### src/rtl/botao_pkg.sv
// Shared definitions for the pushbutton conditioner: state encoding and default timing.
package botao_pkg;

  // 2-bit FSM encoding.
  typedef enum logic [1:0] {
    StIdle     = 2'd0,
    StFiltra   = 2'd1,
    StSoltar   = 2'd2,
    StBloqueio = 2'd3
  } state_e;

  localparam logic [7:0] DEBOUNCE_DEF = 8'd4;
  localparam logic [7:0] LOCKOUT_DEF  = 8'd8;

  // Saturating 8-bit increment.
  function automatic logic [7:0] sat_inc(input logic [7:0] v);
    return (v == 8'hFF) ? v : v + 8'd1;
  endfunction

endpackage

### src/rtl/sincronizador.sv
// Two-flop synchronizer for a single asynchronous level.
module sincronizador (
  input  logic clk,
  input  logic rst,
  input  logic d,
  output logic q
);

  logic r_meta;
  logic r_sync;

  // Shift the raw level through two flops; both clear on reset.
  always_ff @(posedge clk or negedge rst) begin
    if (!rst) begin
      r_meta <= 1'b0;
      r_sync <= 1'b0;
    end else begin
      r_meta <= d;
      r_sync <= r_meta;
    end
  end

  assign q = r_sync;

endmodule

### src/rtl/botao_cond.sv
// Pushbutton conditioner: synchronizes, debounces press and release, applies a post-release
// lockout, and hands one pulse per press to the traffic-light controller with a pending flag.
module botao_cond
  import botao_pkg::*;
#(
  parameter logic [7:0] DEBOUNCE = DEBOUNCE_DEF,
  parameter logic [7:0] LOCKOUT  = LOCKOUT_DEF
) (
  input  logic       clk,
  input  logic       rst,
  input  logic       bt_raw,
  input  logic       ack,
  output logic       bt,
  output logic       pend,
  output logic       busy,
  output logic [7:0] perdidos
);

  logic       w_s;
  logic       w_accept;
  state_e     r_state;
  logic [7:0] r_cnt;
  logic       r_bt;
  logic       r_busy;
  logic       r_pend;
  logic [7:0] r_perdidos;

  sincronizador u_sync (
    .clk (clk),
    .rst (rst),
    .d   (bt_raw),
    .q   (w_s)
  );

  // A press is accepted on the edge where the stable-high count would reach DEBOUNCE.
  // With DEBOUNCE=1 the very first high sample in IDLE already completes the count.
  always_comb begin
    w_accept = 1'b0;
    if (w_s) begin
      if (r_state == StIdle && DEBOUNCE == 8'd1) begin
        w_accept = 1'b1;
      end else if (r_state == StFiltra && r_cnt >= DEBOUNCE - 8'd1) begin
        w_accept = 1'b1;
      end
    end
  end

  // Debounce/lockout FSM with registered bt and busy.
  always_ff @(posedge clk or negedge rst) begin
    if (!rst) begin
      r_state <= StIdle;
      r_cnt   <= 8'd0;
      r_bt    <= 1'b0;
      r_busy  <= 1'b0;
    end else begin
      r_bt   <= w_accept;
      r_busy <= 1'b0;
      unique case (r_state)
        StIdle: begin
          if (w_accept) begin
            r_state <= StSoltar;
            r_cnt   <= 8'd0;
          end else if (w_s) begin
            r_state <= StFiltra;
            r_cnt   <= 8'd1;
          end else begin
            r_cnt <= 8'd0;
          end
        end
        StFiltra: begin
          if (!w_s) begin
            r_state <= StIdle;
            r_cnt   <= 8'd0;
          end else if (w_accept) begin
            r_state <= StSoltar;
            r_cnt   <= 8'd0;
          end else begin
            r_cnt <= r_cnt + 8'd1;
          end
        end
        StSoltar: begin
          // Any high sample restarts the release count, so a held button never re-fires.
          if (w_s) begin
            r_cnt <= 8'd0;
          end else if (r_cnt >= DEBOUNCE - 8'd1) begin
            if (LOCKOUT == 8'd0) begin
              r_state <= StIdle;
              r_cnt   <= 8'd0;
            end else begin
              r_state <= StBloqueio;
              r_cnt   <= LOCKOUT;
              r_busy  <= 1'b1;
            end
          end else begin
            r_cnt <= r_cnt + 8'd1;
          end
        end
        StBloqueio: begin
          // Input ignored; leave on the edge that sees cnt=1.
          if (r_cnt <= 8'd1) begin
            r_state <= StIdle;
            r_cnt   <= 8'd0;
          end else begin
            r_cnt  <= r_cnt - 8'd1;
            r_busy <= 1'b1;
          end
        end
        default: begin
          r_state <= StIdle;
          r_cnt   <= 8'd0;
        end
      endcase
    end
  end

  // Pending request and lost-press counter; a new press wins over a simultaneous ack.
  always_ff @(posedge clk or negedge rst) begin
    if (!rst) begin
      r_pend     <= 1'b0;
      r_perdidos <= 8'd0;
    end else begin
      if (w_accept) begin
        r_pend <= 1'b1;
      end else if (ack) begin
        r_pend <= 1'b0;
      end
      if (w_accept && r_pend) begin
        r_perdidos <= sat_inc(r_perdidos);
      end
    end
  end

  assign bt       = r_bt;
  assign pend     = r_pend;
  assign busy     = r_busy;
  assign perdidos = r_perdidos;

endmodule

### config.mk
export PLATFORM = sky130hd
export DESIGN_NAME = botao_cond
export DESIGN_NICKNAME = d
export VERILOG_FILES = /design/src/rtl/botao_pkg.sv /design/src/rtl/sincronizador.sv /design/src/rtl/botao_cond.sv
export SDC_FILE = /design/constraint.sdc
export NUM_CORES = 1
export LEC_CHECK = 0
export CORE_MARGIN = 2
export CORE_UTILIZATION = 38
export DETAILED_ROUTE_END_ITERATION = 10
export PLACE_DENSITY = 0.71
export SYNTH_ARGS = -nofsm -noshare
export SYNTH_HDL_FRONTEND = slang
export SYNTH_SLANG_ARGS = --single-unit
### constraint.sdc
create_clock -name clk -period 2.1 [get_ports clk]
set_input_delay 0.42 -clock clk [delete_from_list [all_inputs] [get_ports clk]]
set_output_delay 0.42 -clock clk [all_outputs]
set_load 0.005 [all_outputs]
==> results.ini <==
[synth]
synth_xor_area_share_pct=10.3
synth.top_cell.area_share_pct=52.2
synth_top_family_by_area=simple AND/OR/NAND/NOR gates
syn_area_um2=1100
synth.area.top_cells=dfrtp_1 (52%), xor2_1 (8.7%), ha_1 (4.5%)
netlist_instances=99
synthSimpleGateAreaFrac_pct=19.3
synth-compound-area-share_pct=10.6
synth_area_per_cell_um2=11.1
ys_ff_latch=23
synthFlopType=dfrtp_1
synth_top_cell_by_area=dfrtp_1
synth_nets=107
muxShareOfSynthArea_pct=1.36
yosysSeqAreaShare_pct=52.2
synth_enable_flop_cells=0
synthAdderAreaFrac_pct=4.54
ys_async_sr_fraction_pct=100
yosys_warnings=0
ys_types=27

[critical_path]
r2r-start=r_cnt[2]
crit_path_end=perdidos[6]
critPathArrivalTime_ns=2.09
end_kind=flip-flop
path_class=reg2reg
cp-startpoint=r_cnt[2]
crit_required_ns=2.27
r2r_cells=5
cp_max_fo=7
worstReg2RegEnd=perdidos[6]
rrSetupSlack_ns=0.18
worstSetupStartpointType=flip-flop

[global_routing]
grt_antenna_before_repair=0
grt_pass1_wl_mm=3.46
grt_max_degree=24
first_global_vias=798
grt_usage_pct=13.3
gr-total-overflow=0

[detailed_routing]
wl_per_cell_um=13.9
initialDrtViolationCount=5
via_per_inst=5.28
ant_nets=0
drc=0
vias=797
wirelength_mm=2.11
dr.pass1.iters=4

[finish]
nNetsFinal=129
insertedDiodeCount=0
fillers=255
drive_gt1_share_pct=10.8
utilization_pct=48.3
area_growth_pct=20.8
multi_input_area_um2=508
seq_area_um2=576

[sta]
relSlewSlack_pct=68.5
tightest_slew_ns=0.469
finalHoldViolCount=0
max_freq_mhz=521
setup_violations=0
finalMaxSlewViolations=0
setup_tns_ns=0
min_period_over_period_pct=91.5
finClkSkew_ns=0.00835
finalCriticalPeriod_ns=1.92
grt_setup_unrepaired=no

[floorplanning]
die_h_um=57.9
fp-row-count=19
core_area_um2=2760
pin_count=15
start_util_pct=40.0
die_area_um2=3350
die-width_um=57.9

[outcome]
outcome=completed

[place]
gp_congestion=0.782
dp_hpwl_mm=1.62
port_buffers=14

[clock_network]
holdBufCountCts=0
insertion_delay_ns=0.30
cts.sinks=23
cts_setup_buffers=0
root_buffer=clkbuf_4
cts_buffers=3
clkSlewWorstSetupHoldPaths_ns=0.13
cts_tree=yes
clock_path_buffers=2
ctsHtreeMaxLevel=1
cts-resized-gates=0

[job]
maxCapViolations=0

[power_and_ir_drop]
cellLeakagePower_nw=0.665
power_density_nw_per_um2=588
power_uw=783
vdd_ir_drop_max_uv=372

[min_path]
min_path_type=reg2reg

## cells in the mapped netlist (2+ instances only)
library cell,instances
o21ai_1,2
ha_1,4
nor4_1,5
xnor2_1,2
dfrtp_1,23
nor2_1,9
inv_1,5
nand2_1,10
xor2_1,11
nor3_1,5
nand3_1,2
nand4_1,3
o21ai_0,3
a21o_1,2
## power breakdown
part / leakage [nW] / total (mW) / internal, mW / switching (mW)
Combinational: 0.335 / 0.111 / 0.0508 / 0.0601
Clock: 0.0177 / 0.197 / 0.0709 / 0.126
Sequential: 0.312 / 0.475 / 0.456 / 0.0187
Total: 0.665 / 0.783 / 0.578 / 0.205
## cells in the final DEF (no fill, tap or decap), drive strengths merged, types with 2 or more instances in the layout
master,netlist,routed
clkbuf,0,3
ha,4,4
a21o,2,2
nor3,6,6
xnor2,2,2
nand4,3,3
nor2,9,9
inv,5,5
nand2,10,10
o21ai,5,5
dfrtp,23,23
nand3,2,2
clkdlybuf4s50,0,14
nor4,5,5
xor2,11,11
buf,0,3
## kinds of logic after synthesis
kind of cell / count (synthesis)
simple gates: 41
flops: 23
xor+xnor: 13
compound gates: 12
buf+inv: 5
fa+ha+maj: 4
mux: 1
## area by class of cell
| cell class | instances | area share (%) |
|---|---|---|
| well taps | 31 | 2.91 |
| clock buffers | 3 | 1.69 |
| flip-flops and latches | 23 | 43.2 |
| multi-input cells | 71 | 38.2 |
| clock inverters | 1 | 0.376 |
| inverters | 5 | 1.41 |
| repair buffers | 17 | 12.2 |
## through the flow
step	hold slack, ns	cells	worst slack, ns	cell area (um2)
2_1_floorplan	0.124	99	0.186	1100
3_3_place_gp	0.332	147	0.261	1300
3_5_place_dp	0.370	147	0.192	1300
4_1_cts	0.389	151	0.161	1330
5_1_grt	0.389	151	0.108	1330
6_report	0.375	151	0.179	1330
## worst min path at each step
stage	from	end	slack, ns	cells after the start
6_report	u_sync.r_meta	u_sync.q	0.38	0
5_1_grt	u_sync.r_meta	u_sync.q	0.39	0
4_1_cts	u_sync.r_meta	u_sync.q	0.39	0
3_5_place_dp	u_sync.r_meta	u_sync.q	0.37	0
3_3_place_gp	u_sync.r_meta	u_sync.q	0.33	0
2_1_floorplan	rst	bt	0.12	0
## registers in the layout, indices dropped and copies added (netlist names)
name	flops
bt	1
busy	1
pend	1
perdidos	8
r_cnt	8
r_state	2
u_sync.q	1
u_sync.r_meta	1
## worst max-delay path: stages (launching register included)
cell and delay (ns):
dfrtp_1 0.45, or4_4 0.59, o41ai_4 0.30, buf_4 0.21
nor4_1 0.07, xor2_1 0.17
## metal layers
layer	routed length (um)	vias up	track usage, %	part of all wire (%)
met1	904	398	16.7	43
li1	-	383	-	-
met3	64	0	2.01	3.0
met4	0	0	2.99	0
met2	1140	16	24.0	54
met5	0	-	0	0
Power figures use the tool's default switching activity.
